**src/rtl/dedisp_pkg.sv**
```systemverilog
// Shared constants, FSM state type and the saturating add helper for the
// dedispersion power accumulator.
package dedisp_pkg;

    localparam int IN_W         = 16;
    localparam int ACC_W        = 24;
    localparam int TS_W         = 40;
    localparam int HOLD_DEFAULT = 16;
    localparam int LEN_W        = 11;

    typedef enum logic {
        IDLE = 1'b0,
        ACC  = 1'b1
    } state_t;

    // Unsigned add of a zero-extended sample that clamps at all-ones.
    function automatic logic [ACC_W-1:0] sat_add(input logic [ACC_W-1:0] acc,
                                                 input logic [IN_W-1:0]  x);
        logic [ACC_W:0] s;
        s = {1'b0, acc} + {{(ACC_W + 1 - IN_W){1'b0}}, x};
        return s[ACC_W] ? {ACC_W{1'b1}} : s[ACC_W-1:0];
    endfunction

endpackage

```
**src/rtl/dedisp_power_accum_if.sv**
```systemverilog
// Sample stream in, published frame results out.
// Optional macro DEDISP_ACC_SAT_EN adds the sat_flag result bit.
interface dedisp_power_accum_if;
    import dedisp_pkg::*;

    logic             en;
    logic [LEN_W-1:0] frame_len;
    logic [IN_W-1:0]  power_in;
    logic             power_valid;
    logic [ACC_W-1:0] power_com;
    logic [TS_W-1:0]  timer_flag;
    logic             dready;
    logic [15:0]      frame_cnt;
    logic             busy;
`ifdef DEDISP_ACC_SAT_EN
    logic             sat_flag;
`endif

    modport master (
        output en, frame_len, power_in, power_valid,
        input  power_com, timer_flag, dready, frame_cnt, busy
`ifdef DEDISP_ACC_SAT_EN
        , input sat_flag
`endif
    );

    modport slave (
        input  en, frame_len, power_in, power_valid,
        output power_com, timer_flag, dready, frame_cnt, busy
`ifdef DEDISP_ACC_SAT_EN
        , output sat_flag
`endif
    );

endinterface

```
**src/rtl/dedisp_hold_pulse.sv**
```systemverilog
// Stretches a one-cycle load strobe into a pulse exactly HOLD cycles long.
module dedisp_hold_pulse
    import dedisp_pkg::*;
#(
    parameter int HOLD = HOLD_DEFAULT
) (
    input  logic clk,
    input  logic rst,
    input  logic load,
    output logic pulse
);

    localparam int CW = (HOLD > 1) ? $clog2(HOLD) : 1;

    logic [CW-1:0] cnt;

    // Load HOLD-1 on a strobe, count down while high, drop one cycle after zero.
    always_ff @(posedge clk or posedge rst) begin
        if (rst) begin
            pulse <= 1'b0;
            cnt   <= '0;
        end else if (load) begin
            pulse <= 1'b1;
            cnt   <= CW'(HOLD - 1);
        end else if (pulse) begin
            if (cnt == '0)
                pulse <= 1'b0;
            else
                cnt <= cnt - CW'(1);
        end
    end

endmodule

```
**src/rtl/dedisp_power_accum.sv**
```systemverilog
// Frame integrator for dedispersed power: sums accepted samples over a
// programmable frame, then publishes the sum, the first-sample timestamp and a
// HOLD-cycle dready pulse. Published outputs stay put until the next publish.
// Optional macro DEDISP_ACC_SAT_EN: saturating sum plus sat_flag output.
module dedisp_power_accum
    import dedisp_pkg::*;
#(
    parameter int HOLD = HOLD_DEFAULT
) (
    input  logic                 clk,
    input  logic                 rst,
    dedisp_power_accum_if.slave  bus
);

    // Frames never shorter than HOLD+1 so dready always falls before the next publish.
    localparam int MIN_LEN = HOLD + 1;
    localparam int CNT_W   = (LEN_W > $clog2(MIN_LEN + 1)) ? LEN_W : $clog2(MIN_LEN + 1);

    state_t           state, state_nxt;
    logic [ACC_W-1:0] acc, sum_nxt;
    logic [CNT_W-1:0] cnt, len_q, len_eff;
    logic [TS_W-1:0]  ts, ts_start;
    logic             accept, start, abort, publish;

    assign accept  = bus.power_valid && bus.en;
    assign len_eff = (CNT_W'(bus.frame_len) < CNT_W'(MIN_LEN)) ? CNT_W'(MIN_LEN)
                                                                : CNT_W'(bus.frame_len);

    // acc is zero in IDLE, so one adder serves both frame start and accumulate.
`ifdef DEDISP_ACC_SAT_EN
    logic ovf, sat_q;
    assign ovf     = ACC_W'(bus.power_in) > ~acc;
    assign sum_nxt = sat_add(acc, bus.power_in);
`else
    assign sum_nxt = acc + ACC_W'(bus.power_in);
`endif

    // State register.
    always_ff @(posedge clk or posedge rst) begin
        if (rst)
            state <= IDLE;
        else
            state <= state_nxt;
    end

    // Next state: enter ACC on a first sample, leave on the last sample or en drop.
    always_comb begin
        state_nxt = state;
        case (state)
            IDLE:    if (accept) state_nxt = ACC;
            ACC:     if (abort || publish) state_nxt = IDLE;
            default: state_nxt = IDLE;
        endcase
    end

    // FSM outputs: frame start / discard / publish strobes and busy.
    always_comb begin
        start    = 1'b0;
        abort    = 1'b0;
        publish  = 1'b0;
        bus.busy = (state == ACC);
        case (state)
            IDLE: start = accept;
            ACC: begin
                abort   = !bus.en;
                publish = accept && ((cnt + CNT_W'(1)) == len_q);
            end
            default: ;
        endcase
    end

    // Running sum, sample count, frame length and first-sample timestamp.
    always_ff @(posedge clk or posedge rst) begin
        if (rst) begin
            acc      <= '0;
            cnt      <= '0;
            len_q    <= '0;
            ts_start <= '0;
        end else if (start) begin
            acc      <= sum_nxt;
            cnt      <= CNT_W'(1);
            len_q    <= len_eff;
            ts_start <= ts;
        end else if (abort || publish) begin
            acc <= '0;
            cnt <= '0;
        end else if ((state == ACC) && accept) begin
            acc <= sum_nxt;
            cnt <= cnt + CNT_W'(1);
        end
    end

    // Free-running sample timestamp, advanced on every accepted sample.
    always_ff @(posedge clk or posedge rst) begin
        if (rst)
            ts <= '0;
        else if (accept)
            ts <= ts + TS_W'(1);
    end

`ifdef DEDISP_ACC_SAT_EN
    // Sticky overflow marker for the frame in progress.
    always_ff @(posedge clk or posedge rst) begin
        if (rst)
            sat_q <= 1'b0;
        else if (start)
            sat_q <= ovf;
        else if (abort || publish)
            sat_q <= 1'b0;
        else if ((state == ACC) && accept)
            sat_q <= sat_q || ovf;
    end
`endif

    // Published results, held until the next publish.
    always_ff @(posedge clk or posedge rst) begin
        if (rst) begin
            bus.power_com  <= '0;
            bus.timer_flag <= '0;
            bus.frame_cnt  <= '0;
`ifdef DEDISP_ACC_SAT_EN
            bus.sat_flag   <= 1'b0;
`endif
        end else if (publish) begin
`ifdef DEDISP_ACC_SAT_EN
            bus.power_com  <= (sat_q || ovf) ? {ACC_W{1'b1}} : sum_nxt;
            bus.sat_flag   <= sat_q || ovf;
`else
            bus.power_com  <= sum_nxt;
`endif
            bus.timer_flag <= ts_start;
            bus.frame_cnt  <= bus.frame_cnt + 16'd1;
        end
    end

    dedisp_hold_pulse #(.HOLD(HOLD)) u_hold (
        .clk   (clk),
        .rst   (rst),
        .load  (publish),
        .pulse (bus.dready)
    );

endmodule

```
**src/flat_wrapper.sv**
```systemverilog
// flat-port wrapper written by rule: the top's interface ports become plain ports
module dedisp_power_accum_flat import dedisp_pkg::*;
#(
    parameter int HOLD = HOLD_DEFAULT
)
  (clk, rst, bus_en, bus_frame_len, bus_power_in, bus_power_valid, bus_power_com, bus_timer_flag, bus_dready, bus_frame_cnt, bus_busy);
  dedisp_power_accum_if bus_i ();
  input  logic clk;
  input  logic rst;
  input wire logic [$bits(bus_i.en)-1:0] bus_en;
  input wire logic [$bits(bus_i.frame_len)-1:0] bus_frame_len;
  input wire logic [$bits(bus_i.power_in)-1:0] bus_power_in;
  input wire logic [$bits(bus_i.power_valid)-1:0] bus_power_valid;
  output wire logic [$bits(bus_i.power_com)-1:0] bus_power_com;
  output wire logic [$bits(bus_i.timer_flag)-1:0] bus_timer_flag;
  output wire logic [$bits(bus_i.dready)-1:0] bus_dready;
  output wire logic [$bits(bus_i.frame_cnt)-1:0] bus_frame_cnt;
  output wire logic [$bits(bus_i.busy)-1:0] bus_busy;
  assign bus_i.en = bus_en;
  assign bus_i.frame_len = bus_frame_len;
  assign bus_i.power_in = bus_power_in;
  assign bus_i.power_valid = bus_power_valid;
  assign bus_power_com = bus_i.power_com;
  assign bus_timer_flag = bus_i.timer_flag;
  assign bus_dready = bus_i.dready;
  assign bus_frame_cnt = bus_i.frame_cnt;
  assign bus_busy = bus_i.busy;
  dedisp_power_accum #(.HOLD(HOLD)) u_core (.clk(clk), .rst(rst), .bus(bus_i));
endmodule
```
**config.mk**
```make
export PLATFORM = sky130hd
export DESIGN_NAME = dedisp_power_accum_flat
export DESIGN_NICKNAME = d
export VERILOG_FILES = /design/src/rtl/dedisp_pkg.sv /design/src/rtl/dedisp_power_accum_if.sv /design/src/rtl/dedisp_hold_pulse.sv /design/src/rtl/dedisp_power_accum.sv /design/src/flat_wrapper.sv
export SDC_FILE = /design/constraint.sdc
export NUM_CORES = 1
export LEC_CHECK = 0
export CORE_MARGIN = 10
export CORE_UTILIZATION = 39
export CTS_CLUSTER_DIAMETER = 150
export CTS_CLUSTER_SIZE = 28
export DETAILED_ROUTE_END_ITERATION = 6
export PLACE_DENSITY_LB_ADDON = 0.2
export SYNTH_ARGS = -nofsm -noshare
export SYNTH_HDL_FRONTEND = slang
export SYNTH_SLANG_ARGS = --single-unit
```
**constraint.sdc**
```tcl
create_clock -name clk -period 18.05 [get_ports clk]
set_clock_uncertainty 0.15 [all_clocks]
set_input_delay 3.61 -clock clk [delete_from_list [all_inputs] [get_ports clk]]
set_output_delay 3.61 -clock clk [all_outputs]
set_load 0.1 [all_outputs]
```
# Word-level counts from Yosys, hierarchy flattened
# Cells that the tools add are included.
[classes]
addsub = 5
n_lt_le_gt_ge = 1
n_eq_ne = 2
n_mux = 19
bitwise = 1
reduce_logical = 9
[op_table]
columns = ["operator", "count"]
rows = [
  ["$mux W24", 3],
  ["$mux W11", 4],
  ["$add A40 B1 Y40 const B", 1],
  ["$add A24 B16 Y24", 1],
  ["$add A16 B1 Y16 const B", 1],
  ["$mux W4", 3],
  ["$add A11 B1 Y11 const B", 1],
  ["$eq A11 B11 Y1", 1],
  ["$lt A11 B5 Y1 const B", 1],
  ["$mux W1", 8],
  ["$logic_not A4 Y1", 1],
  ["$sub A4 B1 Y4 const B", 1],
  ["$logic_and A1 B1 Y1", 3],
  ["$reduce_bool A3 Y1", 1],
  ["$ne A2 B1 Y1 const B", 1],
  ["$pmux W1 S2", 1],
  ["$reduce_and A2 Y1", 1],
  ["$reduce_bool A2 Y1", 1],
  ["$logic_not A1 Y1", 1],
  ["$logic_or A1 B1 Y1", 1],
  ["$not A1 Y1", 1],
]
[totals]
ff_bits = 212
word_cells = 48

# Longest topological paths before layout
# Gate-level depths: netlist of run 1.
[depth]
depth_word = 7
ltp_mapped = 11

# Modules after synthesis
# A second synthesis of run 1 with hierarchy kept.
[hier_totals]
cells_unflattened = 866
area_unflattened_um2 = 9857.0
[by_module_without_submodules]
columns = ["mod", "n_inst", "cells_per_inst", "area_each_um2", "seq_area_each_um2"]
rows = [
  ["dedisp_power_accum", 1, 842, 9605.5, 5180.0],
  ["dedisp_hold_pulse", 1, 24, 251.5, 125.1],
]

# Least setup slack after synthesis of run 1
# No wires, ideal clock.
[synth_path]
path_kind = "input port to flip-flop"
start = "input bus_power_in[0]"
end = "register u_core.acc[20]"
t_arrival_ns = 5.849
required_ns = 17.775
slack_ns = 11.927
cell_stages = 9
path_buffers = 0
cell_sequence = "ha_1 -> fa_1 -> a21o_1 -> a21o_1 -> a2111oi_0 -> nor3_1 -> o21ai_0 -> nor3_1 -> mux2_2"
[synth_via]
elab_chain_len = 4
[synth_rtl]
columns = ["element", "line", "source"]
rows = [
  ["start, declared", "flat_wrapper.sv:12", "input wire logic [$bits(bus_i.power_in)-1:0] bus_power_in;"],
  ["$add A24 B16 Y24 (*)", "dedisp_power_accum.sv:35", "assign sum_nxt = acc + ACC_W'(bus.power_in);"],
  ["$mux W24", "dedisp_power_accum.sv:87", "end else if ((state == ACC) && accept) begin"],
  ["$mux W24", "dedisp_power_accum.sv:84", "end else if (abort || publish) begin"],
  ["$mux W24 (*)", "dedisp_power_accum.sv:79", "end else if (start) begin"],
  ["end signal, assigned", "dedisp_power_accum.sv:80", "acc <= sum_nxt;"],
  ["end signal, assigned", "dedisp_power_accum.sv:88", "acc <= sum_nxt;"],
  ["end, declared", "dedisp_power_accum.sv:20", "logic [ACC_W-1:0] acc, sum_nxt;"],
]
# Mark *: on every way between the ends. The rest lies on a longest branch, timed or not. The select of a mux whose other input is x is not followed.
# A chain may end at the register's enable or synchronous reset.

# Final worst setup path of run 1
[layout_path]
start = "input bus_power_valid"
end = "register u_core.acc[13]"
[layout_via]
elab_chain_len = 6
word_cells_on_any_way = 9
cone_classes = "mux: 4; reduce/logical: 5"
[layout_rtl]
columns = ["element", "line", "source"]
rows = [
  ["start, declared", "flat_wrapper.sv:13", "input wire logic [$bits(bus_i.power_valid)-1:0] bus_power_valid;"],
  ["$logic_and A1 B1 Y1 (*)", "dedisp_power_accum.sv:25", "assign accept = bus.power_valid && bus.en;"],
  ["$logic_and A1 B1 Y1", "dedisp_power_accum.sv:66", "publish = accept && ((cnt + CNT_W'(1)) == len_q);"],
  ["$mux W1", "dedisp_power_accum.sv:62", "case (state)"],
  ["$logic_or A1 B1 Y1", "dedisp_power_accum.sv:84", ""],
  ["$mux W24", "dedisp_power_accum.sv:84", ""],
  ["$mux W24", "dedisp_power_accum.sv:79", ""],
]
# Mark *: on every way between the ends. The rest lies on a longest branch, timed or not.

==> PnR_summary.wiki, run 1 <==
{| class="wikitable"
! Metric !! Value
|-
| Status || complete, no violations
|-
| Largest voltage drop on the vdd net || 0.0477 mV
|-
| Count of pins on the block boundary || 113
|-
| Total of hold buffers inserted after clock tree synthesis || 0
|-
| First-pass GRT wire length || 36800 µm
|-
| Setup-violating endpoint count in the final report || 0
|-
| Synth top area share || 54.2%
|-
| Diodes inserted || 0
|-
| # Post-CTS Setup Buffers || 0
|-
| Met3 track demand over resource || 2.64%
|-
| Cell leakage power || 0.00545 µW
|-
| Syn Inst Count || 1052
|-
| Number of clock sinks seen by CTS || 212
|-
| WS Path Type || input port to register
|-
| Fin. Hold Viols || 0
|-
| M1 GR Usage || 19.0%
|-
| Clock buffers created by TritonCTS || 11
|-
| Post-route antenna net violation count || 0
|-
| Startpoint class of the critical path || input port
|-
| Clk Tree Root Cell || sky130_fd_sc_hd__clkbuf_16
|-
| Count of state elements after synthesis || 212
|-
| Cell breakdown of the critical path || clkdlybuf4s50_1 -> clkinv_1 -> nor2_1 -> buf_4 -> o2111ai_1 -> nor4_1 -> nand2_4 -> nand2_1 -> o21ai_0
|-
| Die footprint || 31800 µm²
|-
| Top_reg_cell synth || sky130_fd_sc_hd__dfrtp_1
|-
| Dominant cell type by area after synthesis || sky130_fd_sc_hd__dfrtp_1
|-
| Die boundary width || 178 µm
|-
| Core area || 24500 µm²
|-
| Number of detailed-routing iterations run before antenna repair || 4
|-
| Crit end category || register
|-
| Reg-to-reg slack, setup || 14.05 ns
|-
| Max Fanout on Critical Path || 109
|-
| Via count || 7270
|-
| Fill cell count || 2373
|-
| Max-cap violations || 0
|-
| Post-synthesis area per instance || 9.30 µm²
|-
| Leading cell types by total area after synthesis || sky130_fd_sc_hd__dfrtp_1 54%, sky130_fd_sc_hd__nand2_1 14%, sky130_fd_sc_hd__xnor2_1 5.3%, sky130_fd_sc_hd__o21ai_0 3.1%, sky130_fd_sc_hd__xor2_1 3.0%
|-
| Fin Setup TNS || 0 ns
|-
| Depth of the CTS H-tree || 1
|-
| Net count of the mapped netlist || 1104
|-
| Slew Viols, Final || 0
|-
| Arithmetic-cell share of the synthesized area counting full adders, half adders and majority gates || 2.76%
|-
| GR Layer Usage met2 || 21.9%
|-
| Clock tree from TritonCTS || done
|-
| Die Height || 178 µm
|-
| Global-route usage over all layers || 13.7%
|-
| End-of-flow core utilization || 46.8%
|-
| Library cell with the highest instance count after synthesis || sky130_fd_sc_hd__nand2_1
|-
| Number of instances resized during post-cts repair || 0
|-
| Synth Area in Compound Gates || 9.41%
|-
| Clock slew at the register clock pins of the worst setup and hold paths || 0.11 ns
|-
| Dominant combinational cell family by area after synthesis || simple AND/OR/NAND/NOR gates
|-
| Area growth from synthesis to layout || 17.3%
|-
| Half-perimeter wire length after detailed placement || 14800 µm
|-
| Clock latency on the worst-skew pair || 0.47 ns
|-
| Post-synthesis share of cell area spent on and, or, nand and nor gates || 22.2%
|-
| CP peak stage delay || 0.77 ns
|-
| Number of global-route vias before repair || 7340
|-
| Number of antenna violations at the first check in global routing || 0
|-
| Input/output buffers || 112
|-
| Share of cell area taken by muxes after synthesis || 0.562%
|-
| Unique cell type count in the Yosys netlist || 56
|-
| Post-synthesis share of cell area spent on xor and xnor gates || 8.23%
|-
| Worst-case clock buffer depth || 3
|-
| Share of cells above drive strength 1 || 2.99%
|-
| Detailed-route wire length || 21700 µm
|-
| Overflow left after global routing || 0
|-
| Critical path data required time || 18.24 ns
|-
| Synthesized area || 9790 µm²
|-
| Synthesis Warnings || 0
|-
| Unrepaired setup endpoints after global routing || false
|-
| DR vias/cell || 4.97
|-
| Standard cell with the maximum stage delay on the critical path || sky130_fd_sc_hd__nand2_4
|-
| Rows || 57
|-
| Register area share after synthesis || 54.2%
|-
| DRT iter0 DRCs || 467
|-
| Upper clock frequency limit || 138 MHz
|-
| Most heavily used metal layer in global routing || met2
|-
| Routed len/inst || 14.9 µm
|-
| Final weighted congestion in routability-driven placement || 0.804
|-
| Maximum number of pins on one net before global-route repair || 110
|-
| Max-slew headroom || 24.4%
|-
| Period utilization || 40.1%
|-
| Async set-reset flop share out of synthesis || 100%
|-
| Post-route DRC violation count || 0
|-
| Worst Path Arrival || 7.43 ns
|-
| Slew at the pin closest to its max-slew limit || 1.13 ns
|-
| Class of the tightest hold or removal check || register to register
|-
| Fin crit period || 7.24 ns
|-
| Effective utilization at floorplan || 39.9%
|-
| Final net count || 1192
|-
| Number of flops mapped to enable cells by yosys || 0
|-
| Ranking of synthesized cells by instance count || 358 x sky130_fd_sc_hd__nand2_1, 212 x sky130_fd_sc_hd__dfrtp_1, 60 x sky130_fd_sc_hd__o21ai_0
|-
| Power density over the cells || 94.0 nW/µm²
|}
==> kinds of logic (layout without fill, tap and decap cells) <==
| family | Yosys count | count (layout) |
|---|---|---|
| simple gates | 513 | 513 |
| compound gates | 146 | 146 |
| flops | 212 | 212 |
| buf+inv | 63 | 150 |
| mux | 5 | 5 |
| xor+xnor | 92 | 92 |
| fa+ha+maj | 21 | 21 |
==> path summary, 6_finish.rpt <==
kind,start,to,cells past startpoint
max,bus_power_valid,u_core.acc[13],9
min,u_core.bus.frame_cnt[15],u_core.bus.frame_cnt[15],1
max reg2reg,u_core.cnt[0],u_core.acc[13],8
min reg2reg,u_core.bus.frame_cnt[15],u_core.bus.frame_cnt[15],1
max in group asynchronous,rst,u_core.ts[28],4
min in group asynchronous,rst,u_core.bus.power_com[5],2
==> power breakdown <==
group	switching [µW]	internal, µW	total, µW
sequential	35.0	518	553
combinational	156	109	264
clock	150	112	263
total	341	739	1080
==> cell usage in the layout (no fill, tap or decap), types with 2 or more instances in the layout <==
cell,count
sky130_fd_sc_hd__xor2_1,33
sky130_fd_sc_hd__clkbuf_16,11
sky130_fd_sc_hd__nor3_1,27
sky130_fd_sc_hd__a211o_1,2
sky130_fd_sc_hd__dfrtp_1,212
sky130_fd_sc_hd__xnor2_1,59
sky130_fd_sc_hd__o31a_1,3
sky130_fd_sc_hd__nor2_1,46
sky130_fd_sc_hd__o21ai_0,60
sky130_fd_sc_hd__and3_1,7
sky130_fd_sc_hd__mux2_2,4
sky130_fd_sc_hd__a21oi_1,23
sky130_fd_sc_hd__nor2b_1,3
sky130_fd_sc_hd__a22o_1,5
sky130_fd_sc_hd__a31oi_1,15
sky130_fd_sc_hd__a31o_2,3
sky130_fd_sc_hd__nand4_1,15
sky130_fd_sc_hd__or3_1,6
sky130_fd_sc_hd__and4_1,4
sky130_fd_sc_hd__nand2_1,357
sky130_fd_sc_hd__a2111oi_0,2
sky130_fd_sc_hd__ha_1,20
sky130_fd_sc_hd__a221oi_1,2
sky130_fd_sc_hd__and2_1,2
sky130_fd_sc_hd__buf_4,5
sky130_fd_sc_hd__nor4b_1,3
sky130_fd_sc_hd__clkdlybuf4s50_1,112
sky130_fd_sc_hd__a22oi_1,2
sky130_fd_sc_hd__or4_1,2
sky130_fd_sc_hd__o21a_1,5
sky130_fd_sc_hd__nor4_1,4
sky130_fd_sc_hd__nand3_1,27
sky130_fd_sc_hd__or2_2,2
sky130_fd_sc_hd__o211ai_1,6
sky130_fd_sc_hd__a21o_1,9
sky130_fd_sc_hd__inv_1,19
==> routing by layer <==
layer	part of all wire, %	routed length (µm)	vias up
met5	0	0	-
met2	45	9770	105
met3	5.5	1190	16
li1	-	-	3656
met1	48	10500	3493
met4	1.2	271	0
==> registers in the layout (all words and copies together) (netlist names), 4 cells and up <==
signal / count
u_core.bus.timer_flag: 40
u_core.ts: 40
u_core.ts_start: 40
u_core.acc: 24
u_core.bus.power_com: 24
u_core.bus.frame_cnt: 16
u_core.cnt: 11
u_core.len_q: 11
u_core.u_hold.cnt: 4
==> layout make-up <==
class	instances	area, µm²	share of cell area, %
Multi-Input combinational cell	777	4240	36.9
Timing Repair Buffer	117	1160	10.1
Inverter	21	86.3	0.752
Tap cell	324	405	3.53
Clock buffer	11	275	2.40
Clock inverter	1	16.3	0.142
Sequential cell	212	5310	46.2
==> critical path: cells and delay by family <==
family | cells | cell delay (ns)
compound gates | 2 | 0.29
buf+inv | 3 | 1.31
simple gates | 4 | 2.19
==> metrics by stage <==
step	total power (µW)	setup slack, ns	hold WS [ns]	cell area [µm²]	std cells
global route	1140	10.45	0.353	11500	1463
CTS	1090	10.76	0.326	11500	1463
global placement	822	10.39	0.301	11200	1451
floorplan	761	8.50	0.291	9790	1052
detailed placement	826	10.23	0.307	11200	1451
finish	1080	10.81	0.320	11500	1463
Note: power is estimated with default switching activity, not from simulation.
==> run 2, diff against run 1 <==
==> constraint.sdc (replaced) <==
create_clock -name clk -period 5.8 [get_ports clk]
set_clock_uncertainty 0.15 [all_clocks]
set_input_delay 1.16 -clock clk [delete_from_list [all_inputs] [get_ports clk]]
set_output_delay 1.16 -clock clk [all_outputs]
set_load 0.1 [all_outputs]
==> PnR_summary.wiki, run 2 (synthesis gave the netlist of run 1 again) <==
{| class="wikitable"
! Metric !! Value
|-
| Post-route worst setup slack || 1.27 ns
|-
| Via count || 7311
|-
| Cell area after layout || 11500 µm²
|-
| Top metal layer carrying routed signals || met4
|-
| Fin crit period || 4.53 ns
|-
| Routed len/inst || 14.9 µm
|-
| Portion of total power attributed to the clock network || 24.3%
|-
| Slew Viols, Final || 0
|-
| Die footprint || 31800 µm²
|-
| Hold path depth || 2
|-
| Period utilization || 78.0%
|-
| Worst-case reg-to-reg path depth || 9
|-
| CP peak stage delay || 0.76 ns
|-
| Die boundary width || 178 µm
|-
| Post-route DRC violation count || 0
|-
| Effective utilization at floorplan || 39.9%
|-
| Worst Path Arrival || 4.77 ns
|-
| Number of clock sinks seen by CTS || 212
|-
| Max-cap violations || 0
|-
| Cell internal pwr || 2300 µW
|-
| Fin Setup TNS || 0 ns
|-
| Most frequent cells in the layout || 357 x sky130_fd_sc_hd__nand2_1, 212 x sky130_fd_sc_hd__dfrtp_1, 112 x sky130_fd_sc_hd__clkdlybuf4s50_1, 60 x sky130_fd_sc_hd__o21ai_0, 59 x sky130_fd_sc_hd__xnor2_1
|-
| Post-Place Worst Slack || 0.825 ns
|-
| Terminus of the critical flop-to-flop path || u_core.bus.timer_flag[37]
|-
| Clock tree from TritonCTS || done
|-
| Cell leakage power || 0.00547 µW
|-
| Core area || 24500 µm²
|-
| Number of antenna violations at the first check in global routing || 0
|-
| WS Path Type || input port to register
|-
| Depth of the CTS H-tree || 1
|-
| Half-perimeter wire length after detailed placement || 15200 µm
|-
| Amount of wire on met2 after detailed routing || 9780 µm
|-
| Slew at the pin closest to its max-slew limit || 1.09 ns
|-
| Largest voltage drop on the vdd net || 0.152 mV
|-
| Unrepaired setup endpoints after global routing || false
|-
| Rows || 57
|-
| Class of the tightest hold or removal check || register to register
|-
| Share of cells above drive strength 1 || 3.41%
|-
| Number of detailed-routing iterations run before antenna repair || 4
|-
| Reg-to-reg slack, setup || 2.06 ns
|-
| Number of instances resized during post-cts repair || 0
|-
| Count of pins on the block boundary || 113
|-
| Instance area at placement || 11200 µm²
|-
| Upper clock frequency limit || 221 MHz
|-
| Post-Route M1 WL || 10800 µm
|-
| Post-route antenna net violation count || 0
|-
| # Post-CTS Setup Buffers || 0
|-
| Clock slew at the register clock pins of the worst setup and hold paths || 0.11 ns
|-
| Number of global-route vias before repair || 7073
|-
| DRT iter0 DRCs || 556
|-
| Top Registers || u_core.bus.timer_flag: 40 flops, u_core.ts: 40 flops, u_core.ts_start: 40 flops
|-
| DR vias/cell || 4.98
|-
| Worst hold path startpoint || u_core.ts_start[38]
|-
| Max-slew headroom || 27.3%
|-
| Setup-violating endpoint count in the final report || 0
|-
| Detailed-routed wire length on met3 || 1070 µm
|-
| Max Fanout on Critical Path || 35
|-
| Clk Tree Root Cell || sky130_fd_sc_hd__clkbuf_16
|-
| Detailed-route wire length || 21900 µm
|-
| Sequential share of power || 51.1%
|-
| Cell breakdown of the critical path || clkdlybuf4s50_1 -> clkinv_1 -> nor2_1 -> buf_4 -> o2111ai_1 -> nor4_1 -> and2_2 -> buf_4 -> nand2_1 -> nand2_1
|-
| Maximum number of pins on one net before global-route repair || 144
|-
| Worst reg2reg startpoint || u_core.cnt[0]
|-
| Die Height || 178 µm
|-
| Fraction of power spent switching nets || 31.6%
|-
| Worst-case clock buffer depth || 3
|-
| Diodes inserted || 0
|-
| End-of-flow core utilization || 47.0%
|-
| Status || complete, no violations
|-
| Critical path data required time || 6.05 ns
|-
| Overflow left after global routing || 0
|-
| Standard cell with the maximum stage delay on the critical path || sky130_fd_sc_hd__and2_2
|-
| Worst-case hold path end point || u_core.bus.timer_flag[38]
|-
| Input/output buffers || 112
|-
| Startpoint class of the critical path || input port
|-
| Net switching power || 1060 µW
|-
| Most common cell after layout, fill and taps aside || sky130_fd_sc_hd__nand2_1
|-
| Fin. Hold Viols || 0
|-
| Total of hold buffers inserted after clock tree synthesis || 0
|-
| Final weighted congestion in routability-driven placement || 0.830
|-
| Crit end category || register
|-
| Power density over the cells || 292 nW/µm²
|-
| Clock buffers created by TritonCTS || 11
|-
| First-pass GRT wire length || 36400 µm
|-
| Global-route usage over all layers || 13.6%
|-
| Part of the power in combinational logic || 24.6%
|-
| Area growth from synthesis to layout || 17.8%
|-
| Final net count || 1197
|-
| Clock latency on the worst-skew pair || 0.47 ns
|}
## run 2: worst max path at each step
stage	cells after the start	slack (ns)	from	to
after floorplan	1	1.73	rst	u_core.acc[0]
after global placement	10	0.96	bus_power_valid	u_core.bus.timer_flag[22]
after detailed placement	10	0.83	bus_power_valid	u_core.bus.timer_flag[34]
after CTS	10	1.29	bus_power_valid	u_core.bus.timer_flag[37]
after global routing	10	0.93	bus_power_valid	u_core.bus.timer_flag[24]
final	10	1.27	bus_power_valid	u_core.bus.timer_flag[37]
## run 2: worst max-delay path, delay by kind of cell
kind            cells  cell delay, ns
buf+inv             4            1.75
compound gates      1            0.14
simple gates        5            1.68
## run 2: power by group through the flow
stage / Combinational, µW / Clock, µW / Sequential (µW)
floorplan: 607 / 0 / 1760
detailed placement: 830 / 0 / 1750
finish: 829 / 817 / 1720
global placement: 823 / 0 / 1750
global route: 934 / 898 / 1740
CTS: 834 / 850 / 1720
## run 2: layer usage
layer | global-route usage, % | up-vias
li1 | - | 3674
met1 | 19.3 | 3488
met2 | 21.4 | 135
met3 | 2.14 | 14
met4 | 2.62 | 0
met5 | 0 | -
## run 2: cell type report
class	instances	area, µm²
Clock buffer	11	275
Clock inverter	1	16.3
Fill cell	2379	13000
Inverter	21	82.6
Multi-Input combinational cell	777	4240
Sequential cell	212	5310
Tap cell	324	405
Timing Repair Buffer	122	1210
## run 2: through the flow
| step | hold WS, ns | total power [µW] | std cells |
|---|---|---|---|
| after floorplan | 0.291 | 2370 | 1052 |
| after global placement | 0.299 | 2570 | 1456 |
| after detailed placement | 0.304 | 2580 | 1456 |
| after CTS | 0.318 | 3410 | 1468 |
| after global routing | 0.335 | 3570 | 1468 |
| final | 0.317 | 3370 | 1468 |
==> run 3, diff against run 2 <==
==> constraint.sdc (replaced) <==
create_clock -name clk -period 4.6 [get_ports clk]
set_clock_uncertainty 0.15 [all_clocks]
set_input_delay 0.92 -clock clk [delete_from_list [all_inputs] [get_ports clk]]
set_output_delay 0.92 -clock clk [all_outputs]
set_load 0.1 [all_outputs]
==> PnR_summary.wiki, run 3 (synthesis gave the netlist of run 1 again) <==
{| class="wikitable"
! Metric !! Value
|-
| Rows || 57
|-
| Global-route usage over all layers || 14.1%
|-
| Number of antenna violations at the first check in global routing || 0
|-
| Max-cap violations || 0
|-
| Total of hold buffers inserted after clock tree synthesis || 0
|-
| Max Fanout on Critical Path || 4
|-
| Fraction of power spent switching nets || 31.7%
|-
| Crit-path leading delay family || compound AO/OA/AOI/OAI gates
|-
| Top Registers || u_core.bus.timer_flag: 40 flops, u_core.ts: 40 flops, u_core.ts_start: 40 flops
|-
| Terminus of the critical flop-to-flop path || u_core.acc[4]
|-
| Final weighted congestion in routability-driven placement || 0.819
|-
| Worst-case clock buffer depth || 3
|-
| First-pass GRT wire length || 37700 µm
|-
| Power density over the cells || 366 nW/µm²
|-
| Final worst hold slack || 0.322 ns
|-
| Via count || 7399
|-
| Core area || 24500 µm²
|-
| Worst Path Arrival || 3.79 ns
|-
| Worst-case hold path end point || u_core.bus.frame_cnt[15]
|-
| Standard cell with the maximum stage delay on the critical path || sky130_fd_sc_hd__a2111oi_0
|-
| Die boundary width || 178 µm
|-
| Fin. Hold Viols || 0
|-
| Fin crit period || 3.57 ns
|-
| # Post-CTS Setup Buffers || 0
|-
| Detailed-route wire length || 22300 µm
|-
| Unrepaired setup endpoints after global routing || false
|-
| Number of detailed-routing iterations run before antenna repair || 6
|-
| Cell leakage power || 0.00554 µW
|-
| Net switching power || 1350 µW
|-
| Clock slew at the register clock pins of the worst setup and hold paths || 0.12 ns
|-
| Most frequent cells in the layout || 357 x sky130_fd_sc_hd__nand2_1, 212 x sky130_fd_sc_hd__dfrtp_1, 112 x sky130_fd_sc_hd__clkdlybuf4s50_1, 60 x sky130_fd_sc_hd__o21ai_0, 59 x sky130_fd_sc_hd__xnor2_1
|-
| Slew Viols, Final || 0
|-
| Number of global-route vias before repair || 7367
|-
| WS Path Type || input port to register
|-
| Final net count || 1207
|-
| Routed len/inst || 15.1 µm
|-
| Half-perimeter wire length after detailed placement || 15700 µm
|-
| Maximum number of pins on one net before global-route repair || 88
|-
| Worst hold path startpoint || u_core.bus.frame_cnt[15]
|-
| Fin Setup TNS || 0 ns
|-
| CP peak stage delay || 0.52 ns
|-
| Crit end category || register
|-
| Cell internal pwr || 2910 µW
|-
| Effective utilization at floorplan || 39.9%
|-
| Input/output buffers || 112
|-
| Startpoint class of the critical path || input port
|-
| Part of the power in combinational logic || 24.7%
|-
| Post-route DRC violation count || 0
|-
| Reg-to-reg slack, setup || 1.28 ns
|-
| Die Height || 178 µm
|-
| Overflow left after global routing || 0
|-
| Die footprint || 31800 µm²
|-
| Worst-case reg-to-reg path depth || 8
|-
| Number of clock sinks seen by CTS || 212
|-
| Clock buffers created by TritonCTS || 11
|-
| Fill cell count || 2364
|-
| Upper clock frequency limit || 280 MHz
|-
| Max-slew headroom || 30.7%
|-
| DR vias/cell || 5.01
|-
| DRT iter0 DRCs || 517
|-
| Depth of the CTS H-tree || 1
|-
| Hold path depth || 1
|-
| Cell breakdown of the critical path || clkdlybuf4s50_1 -> ha_1 -> fa_1 -> a21o_1 -> a21o_1 -> a2111oi_0 -> nor3_1 -> o21ai_0 -> nor3_1 -> mux2_2
|-
| Period utilization || 77.5%
|-
| Setup-violating endpoint count in the final report || 0
|-
| Status || complete, no violations
|-
| Share of cells above drive strength 1 || 4.25%
|-
| Number of instances resized during post-cts repair || 0
|-
| Most common cell after layout, fill and taps aside || sky130_fd_sc_hd__nand2_1
|-
| Area growth from synthesis to layout || 19.1%
|-
| Diodes inserted || 0
|-
| Clock tree from TritonCTS || done
|-
| Portion of total power attributed to the clock network || 24.5%
|-
| Sequential share of power || 50.8%
|-
| Critical path data required time || 4.82 ns
|-
| Count of pins on the block boundary || 113
|-
| Clk Tree Root Cell || sky130_fd_sc_hd__clkbuf_16
|-
| Class of the tightest hold or removal check || register to register
|-
| Slew at the pin closest to its max-slew limit || 1.04 ns
|-
| Clock latency on the worst-skew pair || 0.47 ns
|-
| Post-route antenna net violation count || 0
|-
| Buffers and inverters on the worst path || 1
|-
| Worst reg2reg startpoint || u_core.cnt[0]
|-
| Largest voltage drop on the vdd net || 0.197 mV
|}
[run 3: changes by cell type in the layout (fill, tap and decap cells not counted)]
cell,delta
sky130_fd_sc_hd__buf_12,+4
sky130_fd_sc_hd__buf_4,+6
[run 3: final cells by class]
cell class              count  area (µm²)  share of cell area (%)
clock inverters             1        16.3                   0.140
clock buffers              11         275                    2.36
inverters                  21        82.6                   0.709
well taps                 324         405                    3.48
multi-input cells         777        4240                    36.4
flip-flops and latches    212        5310                    45.5
repair buffers            132        1330                    11.4
[run 3: worst max-delay path by stage]
stage                    start        endpoint  slack (ns)  cells after the start
6_report       bus_power_in[0]  u_core.acc[20]        1.03                     10
5_1_grt        bus_power_in[0]  u_core.acc[20]        0.73                     10
4_1_cts        bus_power_in[0]  u_core.acc[20]        1.03                     10
3_5_place_dp   bus_power_in[0]  u_core.acc[20]        0.52                     10
3_3_place_gp   bus_power_in[0]  u_core.acc[20]        0.50                     10
2_1_floorplan              rst   u_core.acc[0]        0.77                      1
[run 3: power by group through the flow]
| stage | logic [µW] | clock network, µW | registers (µW) |
|---|---|---|---|
| 2_1_floorplan | 766 | 0 | 2220 |
| 3_3_place_gp | 1040 | 0 | 2200 |
| 3_5_place_dp | 1050 | 0 | 2200 |
| 4_1_cts | 1060 | 1090 | 2170 |
| 5_1_grt | 1190 | 1150 | 2190 |
| 6_report | 1050 | 1050 | 2170 |
[run 3: worst register-to-register path, stage by stage, from the launching register on]
cell and delay [ns]:
sky130_fd_sc_hd__dfrtp_1 0.49, sky130_fd_sc_hd__ha_1 0.31, sky130_fd_sc_hd__nand3_2 0.18, sky130_fd_sc_hd__nor3_4 0.36, sky130_fd_sc_hd__nand4_1 0.19, sky130_fd_sc_hd__a2111oi_4 0.53, sky130_fd_sc_hd__nand2_4 0.33, sky130_fd_sc_hd__nand2_1 0.51
sky130_fd_sc_hd__o21ai_0 0.16
[run 3: metal layers]
| metal | global-route usage [%] | vias up | share of wire, % |
|---|---|---|---|
| met2 | 22.2 | 123 | 45 |
| li1 | - | 3699 | - |
| met4 | 2.82 | 0 | 1.5 |
| met1 | 20.0 | 3559 | 49 |
| met3 | 2.20 | 18 | 4.6 |
| met5 | 0 | - | 0 |
[run 3: stage by stage]
stage	area, µm²	util [%]	instances	setup slack [ns]	total power (µW)
4_1_cts	11700	47.5	1478	1.03	4310
5_1_grt	11700	47.5	1478	0.728	4530
2_1_floorplan	9790	-	1052	0.774	2990
3_5_place_dp	11400	46.3	1466	0.523	3260
6_report	11700	47.5	1478	1.03	4260
3_3_place_gp	11400	46.3	1466	0.503	3240
